File: config.mk
export PLATFORM = sky130hd
export DESIGN_NAME = irq_ctrl
export DESIGN_NICKNAME = d
export VERILOG_FILES = /design/src/rtl/irq_ctrl_pkg.sv /design/src/rtl/irq_sync_edge.sv /design/src/rtl/irq_ctrl.sv
export SDC_FILE = /design/constraint.sdc
export NUM_CORES = 1
export LEC_CHECK = 0
export ABC_AREA = 1
export ABC_CLOCK_PERIOD_IN_PS = 7100
export BUFFER_PORTS_ARGS = -buffer_cell sky130_fd_sc_hd__buf_4
export CORE_ASPECT_RATIO = 1.25
export CORE_MARGIN = 1.5
export CORE_UTILIZATION = 35
export CTS_CLUSTER_DIAMETER = 100
export DETAILED_ROUTE_END_ITERATION = 10
export GPL_ROUTABILITY_DRIVEN = 0
export HOLD_SLACK_MARGIN = 0.08
export MAX_ROUTING_LAYER = met4
export SETUP_SLACK_MARGIN = 0.5
export SLEW_MARGIN = 20
export SYNTH_ARGS = -nofsm -noshare
export SYNTH_HDL_FRONTEND = slang
export SYNTH_SLANG_ARGS = --single-unit
File: constraint.sdc
create_clock -name clk -period 7.1 [get_ports clk]
set_clock_uncertainty 0.05 [all_clocks]
set_input_delay 1.775 -clock clk [delete_from_list [all_inputs] [get_ports clk]]
set_output_delay 1.775 -clock clk [all_outputs]
set_load 0.05 [all_outputs]
File: src/rtl/irq_ctrl_pkg.sv
`default_nettype none
// ----------------------------------------------------------------------------
// irq_ctrl_pkg : register map and bus constants shared by the interrupt block
// Revision 1.0 : initial release
// ----------------------------------------------------------------------------
package irq_ctrl_pkg;

  // Word offsets within the controller's register window
  localparam logic [2:0] IRQC_PEND = 3'd0;
  localparam logic [2:0] IRQC_MASK = 3'd1;
  localparam logic [2:0] IRQC_MODE = 3'd2;
  localparam logic [2:0] IRQC_VEC  = 3'd3;
  localparam logic [2:0] IRQC_SET  = 3'd4;
  localparam logic [2:0] IRQC_CTRL = 3'd5;

  localparam int          IRQC_CS_INDEX      = 11;
  localparam logic [15:0] IRQC_BASE_ADDR     = 16'hB000;
  localparam int          IRQC_VEC_VALID_BIT = 31;
  localparam int          IRQC_VEC_W         = 5;

endpackage : irq_ctrl_pkg
`default_nettype wire

File: src/rtl/irq_sync_edge.sv
`default_nettype none
// ----------------------------------------------------------------------------
// irq_sync_edge : per-line synchroniser plus one delay flop for rising edges
// Revision 1.0 : initial release
// ----------------------------------------------------------------------------
module irq_sync_edge #(
  parameter int SYNC_STAGES = 2
) (
  input  logic clk,
  input  logic reset,
  input  logic irq_in,
  output logic s,
  output logic edge_evt
);

  logic [SYNC_STAGES-1:0] sync_q;
  logic                   p;

  always_ff @(posedge clk or posedge reset) begin
    if (reset) begin
      sync_q <= '0;
      p      <= 1'b0;
    end else begin
      sync_q[0] <= irq_in;
      for (int i = 1; i < SYNC_STAGES; i++) begin
        sync_q[i] <= sync_q[i-1];
      end
      p <= sync_q[SYNC_STAGES-1];
    end
  end

  assign s        = sync_q[SYNC_STAGES-1];
  assign edge_evt = s & ~p;

endmodule : irq_sync_edge
`default_nettype wire

File: src/rtl/irq_ctrl.sv
`default_nettype none
// ----------------------------------------------------------------------------
// irq_ctrl : bus-mapped interrupt controller, fixed lowest-index priority
// Revision 1.0 : initial release
// ----------------------------------------------------------------------------
module irq_ctrl
  import irq_ctrl_pkg::*;
#(
  parameter int WIDTH       = 32,
  parameter int NIRQ        = 32,
  parameter int SYNC_STAGES = 2
) (
  input  logic                  clk,
  input  logic                  reset,
  input  logic                  cs,
  input  logic                  wen,
  input  logic [2:0]            addr,
  input  logic [WIDTH-1:0]      din,
  output logic [WIDTH-1:0]      dout,
  input  logic [NIRQ-1:0]       irq_in,
  input  logic                  irq_ack,
  output logic                  irq,
  output logic [IRQC_VEC_W-1:0] irq_vec
);

  logic [NIRQ-1:0]       s_vec;
  logic [NIRQ-1:0]       edge_vec;
  logic [NIRQ-1:0]       pend;
  logic [NIRQ-1:0]       mask;
  logic [NIRQ-1:0]       mode;
  logic                  gie;
  logic                  wr;
  logic [NIRQ-1:0]       w1c_bits;
  logic [NIRQ-1:0]       set_bits;
  logic [NIRQ-1:0]       ack_bits;
  logic [NIRQ-1:0]       act;
  logic [NIRQ-1:0]       pend_nxt;
  logic [IRQC_VEC_W-1:0] vec_nxt;

  generate
    for (genvar gi = 0; gi < NIRQ; gi++) begin : g_line
      irq_sync_edge #(
        .SYNC_STAGES (SYNC_STAGES)
      ) u_sync (
        .clk      (clk),
        .reset    (reset),
        .irq_in   (irq_in[gi]),
        .s        (s_vec[gi]),
        .edge_evt (edge_vec[gi])
      );
    end
  endgenerate

  assign wr       = cs & wen;
  assign w1c_bits = (wr && (addr == IRQC_PEND)) ? din[NIRQ-1:0] : '0;
  assign set_bits = (wr && (addr == IRQC_SET))  ? din[NIRQ-1:0] : '0;

  // Ack targets the line already being presented, and only while irq is up
  always_comb begin
    ack_bits = '0;
    for (int i = 0; i < NIRQ; i++) begin
      ack_bits[i] = irq_ack & irq & (irq_vec == IRQC_VEC_W'(i));
    end
  end

  // Level lines track s; edge lines: set beats clear, otherwise hold
  assign pend_nxt = (~mode & s_vec)
                  | (mode & (edge_vec | set_bits | (pend & ~(w1c_bits | ack_bits))));

  assign act = pend & mask;

  always_comb begin
    vec_nxt = '0;
    for (int i = NIRQ - 1; i >= 0; i--) begin
      if (act[i]) begin
        vec_nxt = IRQC_VEC_W'(i);
      end
    end
  end

  always_ff @(posedge clk or posedge reset) begin
    if (reset) begin
      pend    <= '0;
      mask    <= '0;
      mode    <= '0;
      gie     <= 1'b0;
      irq     <= 1'b0;
      irq_vec <= '0;
    end else begin
      pend <= pend_nxt;
      if (wr && (addr == IRQC_MASK)) begin
        mask <= din[NIRQ-1:0];
      end
      if (wr && (addr == IRQC_MODE)) begin
        mode <= din[NIRQ-1:0];
      end
      if (wr && (addr == IRQC_CTRL)) begin
        gie <= din[0];
      end
      irq     <= gie & (|act);
      irq_vec <= vec_nxt;
    end
  end

  always_comb begin
    dout = '0;
    case (addr)
      IRQC_PEND: dout[NIRQ-1:0] = pend;
      IRQC_MASK: dout[NIRQ-1:0] = mask;
      IRQC_MODE: dout[NIRQ-1:0] = mode;
      IRQC_VEC: begin
        dout[IRQC_VEC_VALID_BIT]  = irq;
        dout[IRQC_VEC_W-1:0]      = irq_vec;
      end
      IRQC_CTRL: dout[0] = gie;
      default:   dout = '0;
    endcase
  end

endmodule : irq_ctrl
`default_nettype wire
# [After elaboration in Yosys (flattened, before gate mapping)]
# Cells that the tools add are included.
[op_classes] mux=38 n_bitwise=109 n_eq_ne=36 reduce_logical=8
[ops] operator="two-way mux 5 bit" n=32
[ops] operator="AND 32 bit" n=4
[ops] operator="OR 32 bit" n=4
[ops] operator="equality test 5 bit (second input constant)" n=16
[ops] operator="one-hot mux 26 bit (3 select lines)" n=1
[ops] operator="AND 1 bit" n=67
[ops] operator="two-way mux 32 bit" n=2
[ops] operator="NOT 32 bit" n=2
[ops] operator="equality test 5 x 4 -> 1 bit (second input constant)" n=8
[ops] operator="NOT 1 bit" n=32
[ops] operator="OR reduction 32 bit" n=1
[ops] operator="equality test 5 x 3 -> 1 bit (second input constant)" n=4
[ops] operator="one-hot mux 4 bit (4 select lines)" n=1
[ops] operator="equality test 5 x 2 -> 1 bit (second input constant)" n=2
[ops] operator="equality test 3 x 2 -> 1 bit (second input constant)" n=2
[ops] operator="equality test 3 bit (second input constant)" n=2
[ops] operator="equality test 5 x 1 -> 1 bit (second input constant)" n=1
[ops] operator="logical AND 1 bit" n=5
[ops] operator="logical NOT 5 bit" n=1
[ops] operator="one-hot mux 1 bit (5 select lines)" n=1
[ops] operator="one-hot mux 1 bit (4 select lines)" n=1
[ops] operator="equality test 3 x 1 -> 1 bit (second input constant)" n=1
[ops] operator="logical NOT 3 bit" n=1
[word_totals] regBits=199 out_inout_bits=38 word_cells=261 inputBits=72

# [Longest topological paths before layout]
[logic_depth] word_depth=33 depth_mapped=32 mapped_depth_nobuf=32

# [Modules after synthesis]
# From an unflattened synthesis, not the netlist that was laid out.
[unflattened] hier_cells=961 hier_area_um2=8453.1
[by_module_without_submodules] module="irq_ctrl" area_each_um2=5610.4 n_inst=1 cells_per_inst=769 seq_area_each_um2=2577.5
[by_module_without_submodules] module="irq_sync_edge" area_each_um2=88.8 n_inst=32 cells_per_inst=6 seq_area_each_um2=75.1

# [Worst setup path after synthesis]
# No wires, ideal clock.
[synth_path] kind="input to output" startpoint="input port addr[1]" endpoint="output port dout[11]" slack_ps=2102 arrival_ps=3173 path_buffers=2 cell_stages=5 cell_sequence="nor2_1 -> nand2_1 -> clkbuf_1 -> buf_1 -> o211ai_1"
[synth_via] elab_chain_len=2
[synth_rtl] item="start: declaration" line_no="irq_ctrl.sv:17" source="input logic [2:0] addr,"
[synth_rtl] item="equality test 3 x 2 -> 1 bit (tied with other cells)" line_no="irq_ctrl.sv:107" source="case (addr)"
[synth_rtl] item="one-hot mux 26 bit (3 select lines) (*)" line_no="irq_ctrl.sv:107"
[synth_rtl] item="end: declaration" line_no="irq_ctrl.sv:19" source="output logic [WIDTH-1:0] dout,"
# Every way passes the cells marked *; elsewhere a longest branch is shown, timed or not.

# [Worst setup path after layout]
[layout_path] startpoint="input port addr[1]" endpoint="output port dout[29]"
# The elaborated chain is that of the path after synthesis.

==> impl_metrics.py <==
metrics = {
    "floorplanning": {
        "initial_core_util": 0.359,
        "dieArea_mm2": 0.0239,
        "die_w_um": 139,
        "fp-row-count": 61,
        "coreArea_mm2": 0.0224,
        "die_h_um": 173,
        "io_pins": 110,
    },
    "critical_path": {
        "cp_common_cell": "buf_4",
        "rr_endpoint": "irq_vec[0]",
        "cp-startpoint": "addr[1]",
        "cp.depth": 6,
        "regToRegStartpoint": "mask[31]",
        "crit_arrival_ns": 3.46,
        "worst-r2r-setup-slack_ns": 4.78,
        "worst-path-buf-inv": 3,
        "cp.required_ns": 5.28,
        "start_kind": "input pin",
        "worst-path-max-fanout": 19,
        "cp_slowest_cell": "nand2_1",
        "max_stage_delay_ns": 0.54,
        "cp_top_family": "buffers and inverters",
        "path_cells": "buf_4, nor2_1, nand2_1, buf_4, o211ai_1, buf_4",
        "r2r_cells": 32,
        "critPathKind": "in2out",
        "endpoint_kind": "primary output",
    },
    "synth": {
        "synth_enable_flop_cells": 0,
        "ys_ff_latch": 199,
        "seq_area_frac_synth": 0.618,
        "yosys_warnings": 0,
        "syn_avg_cell_area_um2": 9.23,
        "async_flop_share": 1.00,
        "synthCells": 872,
        "ys_types": 22,
        "synth_top_area_frac": 0.618,
        "synth_area_leader_cell": "dfrtp_1",
        "synthTopCellsByCount": "nand2_1, dfrtp_1, o21ai_1, inv_1, nor2_1",
        "yosysMostFrequentCell": "nand2_1",
        "synthesis.nets": 944,
        "netlist_area_mm2": 0.00805,
        "synth_flop_cell": "dfrtp_1",
        "yosys-top-cells-area": "dfrtp_1, nand2_1, o21ai_1, inv_1, nor2_1",
    },
    "power_and_ir_drop": {
        "p_leak_nw": 4.85,
        "powerDensity_mw_per_mm2": 319,
        "ir_drop_uv": 177,
        "finalPower_mw": 3.14,
    },
    "detailed_routing": {
        "wl_met2_um": 10200,
        "wl_met3_um": 877,
        "wire_per_inst_um": 17.0,
        "drc": 0,
        "viasPerCell": 4.86,
        "drt_iter0_drc": 396,
        "vias": 6197,
        "routed.top_layer": "met4",
        "first_pass_iters": 5,
        "ant_nets": 0,
        "wl_um": 21700,
        "met1_length_um": 10200,
    },
    "finish": {
        "diodes": 0,
        "fin_area_mm2": 0.00982,
        "postLayoutCoreUtil": 0.438,
        "area_growth_pct": 21.9,
        "fin_nets": 1051,
        "layout-drive-gt1-share": 0.176,
    },
    "clocking": {
        "cts_setup_buffers": 0,
        "clock_latency_ns": 0.44,
        "clk_pin_slew_ns": 0.07,
        "cts_resized": 0,
        "hold_buffers": 0,
        "cts-root-buf": "clkbuf_16",
        "cts.sinks": 199,
        "htreeDepth": 4,
        "clk_path_buf_depth": 2,
        "cts_made_buffers": 17,
        "cts_tree": "done",
    },
    "timing": {
        "final_hold_viol_count": 0,
        "clock.fmax_mhz": 189,
        "rsz0062_at_grt": "no",
        "finalCritPeriodShare": 0.744,
        "tns_ns": 0,
        "setup_viol": 0,
        "min_period_ns": 5.28,
        "max_slew_margin": 0.370,
        "worst-slew-pin-transition_ns": 0.943,
        "finalMaxSlewViolations": 0,
        "whs_ns": 0.298,
    },
    "placement": {
        "dpl.hpwl_um": 14600,
        "port_buffers": 109,
        "place_area_mm2": 0.00921,
    },
    "grt": {
        "grt-ovfl-total": 0,
        "antenna_found_initial": 0,
        "grt_pass1_vias": 6101,
        "grt_usage": 0.191,
        "grt_max_degree": 163,
        "grt_pass1_wl_um": 33900,
    },
    "worst_hold_path": {
        "worstHoldEndpoint": "g_line[18].u_sync.sync_q[1]",
        "hp-start": "g_line[18].u_sync.sync_q[0]",
        "hp-class": "reg2reg",
        "worst_hold_path.num_cells": 0,
    },
    "run_status": {
        "status": "finished, final reports clean",
    },
    "run": {
        "maxCapViolations": 0,
    },
}
[state kept, by name (all words and copies together), names as in the netlist]
name	count
g_line.u_sync.sync_q	64
g_line.u_sync.p	32
mask	32
mode	32
pend	32
irq_vec	5
gie	1
irq	1
[layer usage]
layer,up-vias,track usage
li1,3056,-
met3,23,0.0354
met4,0,0.0625
met2,152,0.292
met5,-,-
met1,2966,0.257
[report_power, final]
group	switching (mW)	internal (mW)
Clock	0.440	0.588
Sequential	0.134	1.28
Combinational	0.464	0.230
[area by class of cell]
cell class	count	area [µm²]
Sequential cell	199	4980
Fill cell	2242	12600
Clock inverter	9	135
Inverter	80	304
Multi-Input combinational cell	565	2690
Clock buffer	23	478
Timing Repair Buffer	116	883
Tap cell	283	354
[per-stage QoR]
| stage | instances | worst slack [ns] |
|---|---|---|
| CTS | 1275 | 1.84 |
| global route | 1275 | 1.70 |
| detailed placement | 1243 | 1.84 |
| floorplan | 872 | 2.10 |
| global placement | 1243 | 1.87 |
| finish | 1275 | 1.82 |
[how the worst max path moves through the flow]
stage	end	slack [ns]
floorplan	dout[11]	2.10
global route	dout[29]	1.70
CTS	dout[29]	1.84
global placement	dout[22]	1.87
finish	dout[29]	1.82
detailed placement	dout[29]	1.84
[worst register-to-register path, delay by kind of cell, from the launching register on]
kind	cells	cell delay (ns)
AND/OR/NAND/NOR	30	1.69
flip-flops	1	0.41
AO/OA/AOI/OAI	1	0.05
buffers and inverters	1	0.05
[cells by family (layout without fill, tap and decap cells)]
kind of cell           Yosys count  after routing  synth area share
AO/OA/AOI/OAI                  200            200             0.151
buffers and inverters          108            228            0.0503
flip-flops                     199            199             0.618
AND/OR/NAND/NOR                365            365             0.180
[cell usage in the layout (no fill, tap or decap)]
cell,synthesis,routed
buf_4,0,115
a21oi_1,14,14
o211ai_1,29,29
dfrtp_1,199,199
clkbuf_8,0,3
nor2_2,0,2
o31ai_1,1,1
nand2_2,3,6
a22oi_1,5,5
nor2_1,65,63
o21bai_1,1,1
o21ai_1,111,111
a31oi_1,6,6
nand2_4,8,8
a21boi_1,2,2
nand2_1,281,278
inv_1,69,68
nor3_1,3,2
clkinv_2,0,2
a22o_1,14,14
nand3_1,5,5
inv_2,11,11
nor3_2,0,1
clkinvlp_4,0,1
clkbuf_1,26,3
buf_12,0,1
inv_6,0,4
a21oi_2,1,1
bufinv_16,0,3
clkbuf_16,0,17
a221oi_1,16,16
No activity file was read; power rests on OpenSTA's default activity.
